===== config.mk =====
export PLATFORM = sky130hd
export DESIGN_NAME = rom_scan_sequencer
export DESIGN_NICKNAME = d
export VERILOG_FILES = /design/src/rtl/rom_reader_pkg.sv /design/src/rtl/settle_timer.sv /design/src/rtl/rom_scan_sequencer.sv
export SDC_FILE = /design/constraint.sdc
export NUM_CORES = 1
export LEC_CHECK = 0
export ABC_CLOCK_PERIOD_IN_PS = 2600
export CAP_MARGIN = 20
export CORE_MARGIN = 10
export CORE_UTILIZATION = 50
export DETAILED_ROUTE_END_ITERATION = 16
export DONT_BUFFER_PORTS = 1
export PLACE_DENSITY = 0.71
export SLEW_MARGIN = 20
export SYNTH_ARGS = -nofsm -noshare
export SYNTH_HDL_FRONTEND = slang
export SYNTH_SLANG_ARGS = --single-unit

===== constraint.sdc =====
create_clock -name clk -period 2.6 [get_ports clk]
set_input_delay 0.26 -clock clk [delete_from_list [all_inputs] [get_ports clk]]
set_output_delay 0.26 -clock clk [all_outputs]
set_load 0.005 [all_outputs]

===== src/rtl/rom_reader_pkg.sv =====
`default_nettype none
// ============================================================================
// Module   : rom_reader_pkg
// Purpose  : Shared constants and types for the 556PT5 (3604) / 556PT4 (3601)
//            PROM reader path: chip identifiers, bus widths, control-line
//            encodings and the address-sweep state type.
// Ports    : none (package)
// Revision : 1.0 - initial release
// ============================================================================
package rom_reader_pkg;

  // Chip type identifiers
  localparam int IP3604 = 1;
  localparam int IP3601 = 2;

  // Bus widths per chip type
  localparam int IP3604_DATA_WIDTH = 8;
  localparam int IP3601_DATA_WIDTH = 4;
  localparam int IP3604_ADDR_WIDTH = 9;
  localparam int IP3601_ADDR_WIDTH = 8;

  // Control lines V1..V4, bit0 = V1
  localparam logic [3:0] OP_IDLE = 4'b0000;
  localparam logic [3:0] OP_READ = 4'b1100;

  typedef enum logic [1:0] {
    IDLE       = 2'd0,
    SETTLE     = 2'd1,
    WAIT_READY = 2'd2,
    DONE       = 2'd3
  } scan_state_e;

endpackage
`default_nettype wire


===== src/rtl/settle_timer.sv =====
`default_nettype none
// ============================================================================
// Module   : settle_timer
// Purpose  : 8-bit loadable down-counter that times the PROM settle interval.
//            The count stops at zero; zero is flagged from the register.
// Ports    : clk        - system clock
//            reset_n    - synchronous active-low reset (count cleared)
//            load       - load load_value this edge (wins over decrement)
//            load_value - value to load
//            zero       - count is zero
// Revision : 1.0 - initial release
// ============================================================================
module settle_timer (
  input  logic       clk,
  input  logic       reset_n,
  input  logic       load,
  input  logic [7:0] load_value,
  output logic       zero
);

  logic [7:0] count_q;
  logic [7:0] count_d;

  always_comb begin
    count_d = count_q;
    if (load) begin
      count_d = load_value;
    end else if (count_q != 8'd0) begin
      count_d = count_q - 8'd1;
    end
  end

  always_ff @(posedge clk) begin
    if (!reset_n) begin
      count_q <= 8'd0;
    end else begin
      count_q <= count_d;
    end
  end

  assign zero = (count_q == 8'd0);

endmodule
`default_nettype wire


===== src/rtl/rom_scan_sequencer.sv =====
`default_nettype none
// ============================================================================
// Module   : rom_scan_sequencer
// Purpose  : Automatic full-chip address sweep for the PROM reader. Drives
//            address and read-control lines, waits a settle time after each
//            address change, samples the data bus and streams {address, data}
//            words downstream on a valid/ready interface.
// Ports    : clk, reset_n    - clock, synchronous active-low reset
//            start, abort    - begin sweep (IDLE only) / stop sweep
//            data_line_in    - PROM data bus
//            operation       - control lines V1..V4 (bit0 = V1)
//            address_line    - PROM address
//            out_valid/ready - output stream handshake
//            out_address     - address of the sampled word
//            out_data        - sampled data
//            out_last        - word belongs to the final (all-ones) address
//            busy            - sequencer is not idle
//            done            - one-cycle pulse on normal sweep completion
// Revision : 1.0 - initial release
// ============================================================================
module rom_scan_sequencer #(
  parameter int DATA_WIDTH    = 8,
  parameter int ADDRESS_WIDTH = 9,
  parameter int SETTLE_CYCLES = 16
) (
  input  logic                     clk,
  input  logic                     reset_n,
  input  logic                     start,
  input  logic                     abort,
  input  logic [DATA_WIDTH-1:0]    data_line_in,
  output logic [3:0]               operation,
  output logic [ADDRESS_WIDTH-1:0] address_line,
  output logic                     out_valid,
  input  logic                     out_ready,
  output logic [ADDRESS_WIDTH-1:0] out_address,
  output logic [DATA_WIDTH-1:0]    out_data,
  output logic                     out_last,
  output logic                     busy,
  output logic                     done
);

  import rom_reader_pkg::*;

  if ((SETTLE_CYCLES < 1) || (SETTLE_CYCLES > 255)) begin : g_settle_range_check
    $error("rom_scan_sequencer: SETTLE_CYCLES must be in 1..255");
  end

  // The counter is loaded one cycle before SETTLE is entered, so the sample
  // lands SETTLE_CYCLES edges after the address change.
  localparam logic [7:0] c_settle_load = 8'(SETTLE_CYCLES - 1);
  localparam logic [ADDRESS_WIDTH-1:0] c_addr_one = ADDRESS_WIDTH'(1);

  scan_state_e              state_q,     state_d;
  logic [3:0]               op_q,        op_d;
  logic [ADDRESS_WIDTH-1:0] address_q,   address_d;
  logic                     valid_q,     valid_d;
  logic [ADDRESS_WIDTH-1:0] out_addr_q,  out_addr_d;
  logic [DATA_WIDTH-1:0]    out_data_q,  out_data_d;
  logic                     last_q,      last_d;
  logic                     busy_q,      busy_d;
  logic                     done_q,      done_d;
  logic                     timer_load;
  logic                     timer_zero;

  settle_timer u_settle_timer (
    .clk        (clk),
    .reset_n    (reset_n),
    .load       (timer_load),
    .load_value (c_settle_load),
    .zero       (timer_zero)
  );

  always_comb begin
    state_d    = state_q;
    op_d       = op_q;
    address_d  = address_q;
    valid_d    = valid_q;
    out_addr_d = out_addr_q;
    out_data_d = out_data_q;
    last_d     = last_q;
    timer_load = 1'b0;

    case (state_q)
      IDLE: begin
        if (start && !abort) begin
          address_d  = '0;
          op_d       = OP_READ;
          timer_load = 1'b1;
          state_d    = SETTLE;
        end
      end
      SETTLE: begin
        if (timer_zero) begin
          out_data_d = data_line_in;
          out_addr_d = address_q;
          last_d     = &address_q;
          valid_d    = 1'b1;
          state_d    = WAIT_READY;
        end
      end
      WAIT_READY: begin
        if (out_ready) begin
          valid_d = 1'b0;
          if (last_q) begin
            op_d    = OP_IDLE;
            state_d = DONE;
          end else begin
            address_d  = address_q + c_addr_one;
            timer_load = 1'b1;
            state_d    = SETTLE;
          end
        end
      end
      DONE: begin
        state_d = IDLE;
      end
      default: begin
        state_d = IDLE;
      end
    endcase

    // Abort from any active state discards the pending word and parks the chip.
    if (abort && (state_q != IDLE)) begin
      state_d    = IDLE;
      valid_d    = 1'b0;
      op_d       = OP_IDLE;
      address_d  = '0;
      timer_load = 1'b0;
    end

    // Status flags are registered from the next state so they align with it.
    busy_d = (state_d != IDLE);
    done_d = (state_d == DONE);
  end

  always_ff @(posedge clk) begin
    if (!reset_n) begin
      state_q    <= IDLE;
      op_q       <= OP_IDLE;
      address_q  <= '0;
      valid_q    <= 1'b0;
      out_addr_q <= '0;
      out_data_q <= '0;
      last_q     <= 1'b0;
      busy_q     <= 1'b0;
      done_q     <= 1'b0;
    end else begin
      state_q    <= state_d;
      op_q       <= op_d;
      address_q  <= address_d;
      valid_q    <= valid_d;
      out_addr_q <= out_addr_d;
      out_data_q <= out_data_d;
      last_q     <= last_d;
      busy_q     <= busy_d;
      done_q     <= done_d;
    end
  end

  assign operation    = op_q;
  assign address_line = address_q;
  assign out_valid    = valid_q;
  assign out_address  = out_addr_q;
  assign out_data     = out_data_q;
  assign out_last     = last_q;
  assign busy         = busy_q;
  assign done         = done_q;

endmodule
`default_nettype wire


==> impl_metrics.env, run 1 <==
export IMPL_status="finished clean"
export IMPL_period_minus_slack_ns=2.06
export IMPL_hold_viol=0
export IMPL_track_usage_pct=12.6
export IMPL_clockBufferDepth=2
export IMPL_cp_required_ns=2.77
export IMPL_drive_above_1_share_pct=12.2
export IMPL_area_growth_pct=4.92
export IMPL_max_freq_ghz=0.486
export IMPL_root_buffer="clkbuf_8"
export IMPL_internal_power_mw=1.18
export IMPL_p_switching_mw=0.510
export IMPL_combPwrFrac_pct=23.3
export IMPL_ios=47
export IMPL_worstHoldPathType="primary input to flip-flop"
export IMPL_fin_skew_ns=0.00366
export IMPL_nets=220
export IMPL_ys_ff_latch=41
export IMPL_clockPowerShare_pct=31.2
export IMPL_ys_flop_type="dfxtp_1"
export IMPL_max_cap_violations=0
export IMPL_drcViolationCount=0
export IMPL_total_power_mw=1.69
export IMPL_die_x_um=80.5
export IMPL_avgSynthCellArea_um2=8.67
export IMPL_dp_slack_ns=0.542
export IMPL_layout_setup_ws_ns=0.541
export IMPL_arrival_ns=2.23
export IMPL_gr_total_overflow=0
export IMPL_dp_hpwl_um=2900
export IMPL_clk_pin_slew_ns=0.08
export IMPL_synthCells=211
export IMPL_post_cts_resized=0
export IMPL_syn_area_um2=1830
export IMPL_via_per_inst=5.69
export IMPL_yosysWarnings=0
export IMPL_grt_pass1_wl_um=6470
export IMPL_peakVddDrop_uv=378
export IMPL_die_h_um=80.5
export IMPL_path_max_fanout=38
export IMPL_core_area_um2=3440
export IMPL_synth_edf_count=0
export IMPL_clock_sinks=41
export IMPL_cts_hold_buf=0
export IMPL_final_max_slew_violation_count=0
export IMPL_worst_setup_path_type="flip-flop to flip-flop"
export IMPL_end_kind="flip-flop"
export IMPL_port_buffers=0
export IMPL_max_slew_margin_pct=50.1
export IMPL_cellPowerDensity_nw_per_um2=879
export IMPL_dieArea_um2=6480
export IMPL_setup_viol=0
export IMPL_gp_routability_congestion=0.834
export IMPL_synthDistinctLibCells=43
export IMPL_drt_initial_drc_count=75
export IMPL_first_global_vias=1372
export IMPL_fin_crit_sh_pct=79.2
export IMPL_synth_seq_area_share_pct=44.9
export IMPL_antenna_left=0
export IMPL_initial_core_util_pct=53.1
export IMPL_start_kind="flip-flop"
export IMPL_htreeDepth=2
export IMPL_antenna_found_initial=0
export IMPL_cts_tree="built"
export IMPL_clkLatencyLatePin_ns=0.29
export IMPL_seq_power_share_pct=45.5
export IMPL_rsz0062_at_grt="no"
export IMPL_p_leak_nw=0.715
export IMPL_async_reset_ff_share_pct=0
export IMPL_vias=1429
export IMPL_grt_max_degree=47
export IMPL_layout_common_cells="dfxtp_1, nand2_1, nand3_1"
export IMPL_firstDrtPassIters=5
export IMPL_layout_commonest_cell="dfxtp_1"
export IMPL_cts_setup_buffers=0
export IMPL_tns_ns=0
export IMPL_drt_wl_total_um=3950
export IMPL_tightest_slew_ns=0.746
export IMPL_cts_buffers_inserted=5
export IMPL_netSwitchingFraction_pct=30.3
export IMPL_rows=21
export IMPL_wl_per_cell_um=15.7
export IMPL_antennaDiodeCount=0
-- metal layers --
layer  track usage, %  part of all wire, %  up-vias
li1                 -                    -      718
met1             11.8                   36      670
met2             21.6                   52       33
met3             7.57                   10        8
met4             5.81                  2.0        0
met5                0                    0        -
-- cell usage after synthesis, drive strengths merged, types with 3 or more instances --
cell / count / share of area (%)
a21oi: 7 / 2.3
and3: 3 / 1.0
buf: 8 / 3.6
clkbuf: 8 / 1.6
dfxtp: 41 / 45
ha: 3 / 2.1
inv: 5 / 1.0
nand2: 25 / 5.1
nand2b: 3 / 1.0
nand3: 21 / 6.0
nor2: 17 / 3.5
nor3: 4 / 1.4
o211ai: 3 / 1.2
o21ai: 29 / 9.6
xor2: 6 / 2.9
-- stage by stage --
| step | utilization [%] | area [um^2] | hold WS [ns] | instances |
|---|---|---|---|---|
| after floorplan | - | 1830 | 0.400 | 212 |
| after global placement | 52.4 | 1800 | 0.376 | 243 |
| after detailed placement | 52.4 | 1800 | 0.380 | 243 |
| after CTS | 55.8 | 1920 | 0.0698 | 251 |
| after global routing | 55.8 | 1920 | 0.0651 | 251 |
| final | 55.8 | 1920 | 0.0834 | 251 |
-- final timing paths --
kind | from | end | slack (ns) | cells after the start
setup / recovery | u_settle_timer.count_q[3] | out_address[0] | 0.54 | 4
setup reg to reg | u_settle_timer.count_q[3] | out_address[0] | 0.54 | 4
hold reg to reg | out_data[6] | out_data[6] | 0.48 | 2
hold / removal | reset_n | u_settle_timer.count_q[0] | 0.08 | 1
-- state kept, by name (all words and copies together) (netlist names) --
signal and count:
out_address 9, done 1, busy 1, state_q 2
out_last 1, out_data 8, address_line 9, operation 1
out_valid 1, u_settle_timer.count_q 8
-- power groups by stage --
stage	Combinational, mW	Clock, mW	Sequential [mW]
5_1_grt	0.447	0.573	0.777
6_report	0.392	0.526	0.768
3_5_place_dp	0.387	0	0.781
2_1_floorplan	0.352	0	0.759
3_3_place_gp	0.359	0	0.771
4_1_cts	0.388	0.541	0.766
-- area by class of cell --
| type | instances | area, um^2 |
|---|---|---|
| tap | 46 | 57.6 |
| inverter | 5 | 18.8 |
| clock buffer | 7 | 86.3 |
| multi-input combinational | 150 | 898 |
| sequential | 41 | 821 |
| timing repair buffer | 1 | 7.51 |
| clock inverter | 1 | 30.0 |
| fill | 315 | 1520 |
-- critical path, stage by stage, from the launching register on --
cell and delay, ns:
dfxtp_1 0.36, or4_4 0.57, or4_4 0.75, nand3_1 0.16, o21ai_0 0.08
-- cell families (layout without fill, tap and decap cells) --
family          count (synthesis)  in the layout  synth area share, %
simple gates                   88             88                 25.0
buf+inv                        21             14                 6.22
mux                             1              1                0.547
compound gates                 49             49                 17.7
fa+ha+maj                       3              3                 2.05
other cells                     1              2                0.205
flops                          41             41                 44.9
xor+xnor                        7              7                 3.35
Note: power is estimated with default switching activity, not from simulation.
==> run 2, diff against run 1 <==
Settings changed: ABC_CLOCK_PERIOD_IN_PS 2600 to 1800, PLACE_DENSITY 0.71 to 0.74.
Clock period 2.6 ns to 1.8 ns, I/O delays scaled along.
==> impl_metrics.env, run 2 (synthesis results as in run 1) <==
export IMPL_status="finished, violations left"
export IMPL_violations="setup timing"
export IMPL_worstHoldPathCells=2
export IMPL_die_h_um=80.5
export IMPL_ios=47
export IMPL_antenna_found_initial=0
export IMPL_firstDrtPassIters=4
export IMPL_clockBufferDepth=2
export IMPL_root_buffer="clkbuf_8"
export IMPL_drive_above_1_share_pct=23.5
export IMPL_seq_power_share_pct=41.8
export IMPL_antenna_left=0
export IMPL_grt_max_degree=47
export IMPL_multiInputGateArea_um2=966
export IMPL_setup_viol=17
export IMPL_fin_skew_ns=0.00574
export IMPL_start_kind="flip-flop"
export IMPL_worstHoldPathType="primary input to flip-flop"
export IMPL_netSwitchingFraction_pct=30.1
export IMPL_end_kind="flip-flop"
export IMPL_rr_worst_depth=5
export IMPL_hold_start="data_line_in[4]"
export IMPL_layout_commonest_cell="dfxtp_1"
export IMPL_area_growth_pct=18.4
export IMPL_htreeDepth=2
export IMPL_rsz0062_at_grt="yes"
export IMPL_place_inst=254
export IMPL_final_cell_area_um2=2170
export IMPL_crit_slowest_cell="or4_4"
export IMPL_peakVddDrop_uv=550
export IMPL_layout_setup_ws_ns=-0.0651
export IMPL_worst_setup_path_type="flip-flop to flip-flop"
export IMPL_cp_required_ns=1.97
export IMPL_gp_routability_congestion=0.858
export IMPL_antennaDiodeCount=0
export IMPL_ff_latch_area_um2=823
export IMPL_r2r_start="u_settle_timer.count_q[6]"
export IMPL_die_x_um=80.5
export IMPL_finalNonFillerCells=267
export IMPL_rows=21
export IMPL_dp_hpwl_um=2880
export IMPL_path_max_fanout=10
export IMPL_drcViolationCount=0
export IMPL_max_cap_violations=0
export IMPL_clkLatencyLatePin_ns=0.30
export IMPL_path_cells="or4_4 > or4_4 > buf_6 > nand3_1 > o21ai_0"
export IMPL_max_freq_ghz=0.536
export IMPL_vias=1500
export IMPL_cts_tree="built"
export IMPL_cellPowerDensity_nw_per_um2=1200
export IMPL_fillers=307
export IMPL_core_area_um2=3440
export IMPL_p_switching_mw=0.784
export IMPL_layout_common_cells="dfxtp_1, nand2_1, nor2_1"
export IMPL_placedInstanceArea_um2=1900
export IMPL_nets=236
export IMPL_dp_slack_ns=0.00600
export IMPL_port_buffers=0
export IMPL_fin_crit_sh_pct=104
export IMPL_holdPathEnd="out_data[4]"
export IMPL_cp_slowest_stage_delay_ns=0.56
export IMPL_internal_power_mw=1.82
export IMPL_post_route_util_pct=62.9
export IMPL_initial_core_util_pct=53.1
export IMPL_via_per_inst=5.62
export IMPL_clock_sinks=41
export IMPL_rrSetupSlack_ns=-0.07
export IMPL_final_max_slew_violation_count=0
export IMPL_clockPowerShare_pct=29.7
export IMPL_critPathMostFrequentCell="or4_4"
export IMPL_dieArea_um2=6480
export IMPL_grt_pass1_wl_um=6760
export IMPL_combPwrFrac_pct=28.5
export IMPL_cts_buffers_inserted=5
export IMPL_p_leak_nw=0.828
export IMPL_track_usage_pct=12.9
export IMPL_clk_pin_slew_ns=0.08
export IMPL_drt_initial_drc_count=77
export IMPL_gr_total_overflow=0
export IMPL_drt_wl_total_um=4330
export IMPL_hold_viol=0
export IMPL_first_global_vias=1363
export IMPL_arrival_ns=2.04
export IMPL_r2r_end="out_address[0]"
export IMPL_period_minus_slack_ns=1.87
export IMPL_wl_per_cell_um=16.2
==> run 2: metrics by stage <==
| step | hold slack [ns] | total power, mW | TNS [ns] |
|---|---|---|---|
| CTS | 0.00299 | 2.56 | -0.00591 |
| detailed placement | 0.301 | 1.79 | 0 |
| global placement | 0.297 | 1.77 | 0 |
| global route | 0.0112 | 2.76 | -1.14 |
| finish | 0.0142 | 2.60 | -0.320 |
| floorplan | 0.320 | 1.60 | 0 |
==> run 2: what timing repair did <==
action	4_1_cts	5_1_grt
hold endpoints to repair	1	1
buffers inserted	0	1
resized for setup	4	16
gates cloned	0	2
endpoints found under the setup margin	4	20
pin swaps	0	6
hold buffers	1	1
==> run 2: critical path, delay by kind of cell, from the launching register on <==
kind	cells	cell delay, ns
flip-flops	1	0.32
AND/OR/NAND/NOR	3	1.15
AO/OA/AOI/OAI	1	0.10
buffers and inverters	1	0.17
==> run 2: metal layers <==
layer / global-route usage [%] / part of all wire (%)
met5: 0 / 0
met4: 4.58 / 1.6
met3: 5.79 / 7.7
met2: 20.7 / 49
met1: 14.7 / 41
==> run 2: how the worst max path moves through the flow <==
stage / from / end / slack [ns]
5_1_grt: u_settle_timer.count_q[6] / out_address[0] / -0.12
3_3_place_gp: u_settle_timer.count_q[6] / out_data[7] / 0.04
4_1_cts: u_settle_timer.count_q[6] / out_address[2] / -0.002
6_report: u_settle_timer.count_q[6] / out_address[0] / -0.07
2_1_floorplan: u_settle_timer.count_q[6] / out_address[7] / 0.008
3_5_place_dp: u_settle_timer.count_q[6] / out_address[3] / 0.006
==> run 2: cell type report <==
| class | instances | area share [%] |
|---|---|---|
| Sequential cell | 41 | 38.0 |
| Clock buffer | 7 | 3.99 |
| Inverter | 5 | 0.867 |
| Timing Repair Buffer | 17 | 8.49 |
| Tap cell | 46 | 2.66 |
| Multi-Input combinational cell | 150 | 44.6 |
| Clock inverter | 1 | 1.39 |
==> run 2: power by group through the flow <==
stage	clock, mW	combinational, mW	sequential, mW
final	0.775	0.742	1.09
after floorplan	0	0.506	1.10
after global routing	0.827	0.836	1.10
after global placement	0	0.661	1.10
after detailed placement	0	0.683	1.11
after CTS	0.781	0.695	1.09
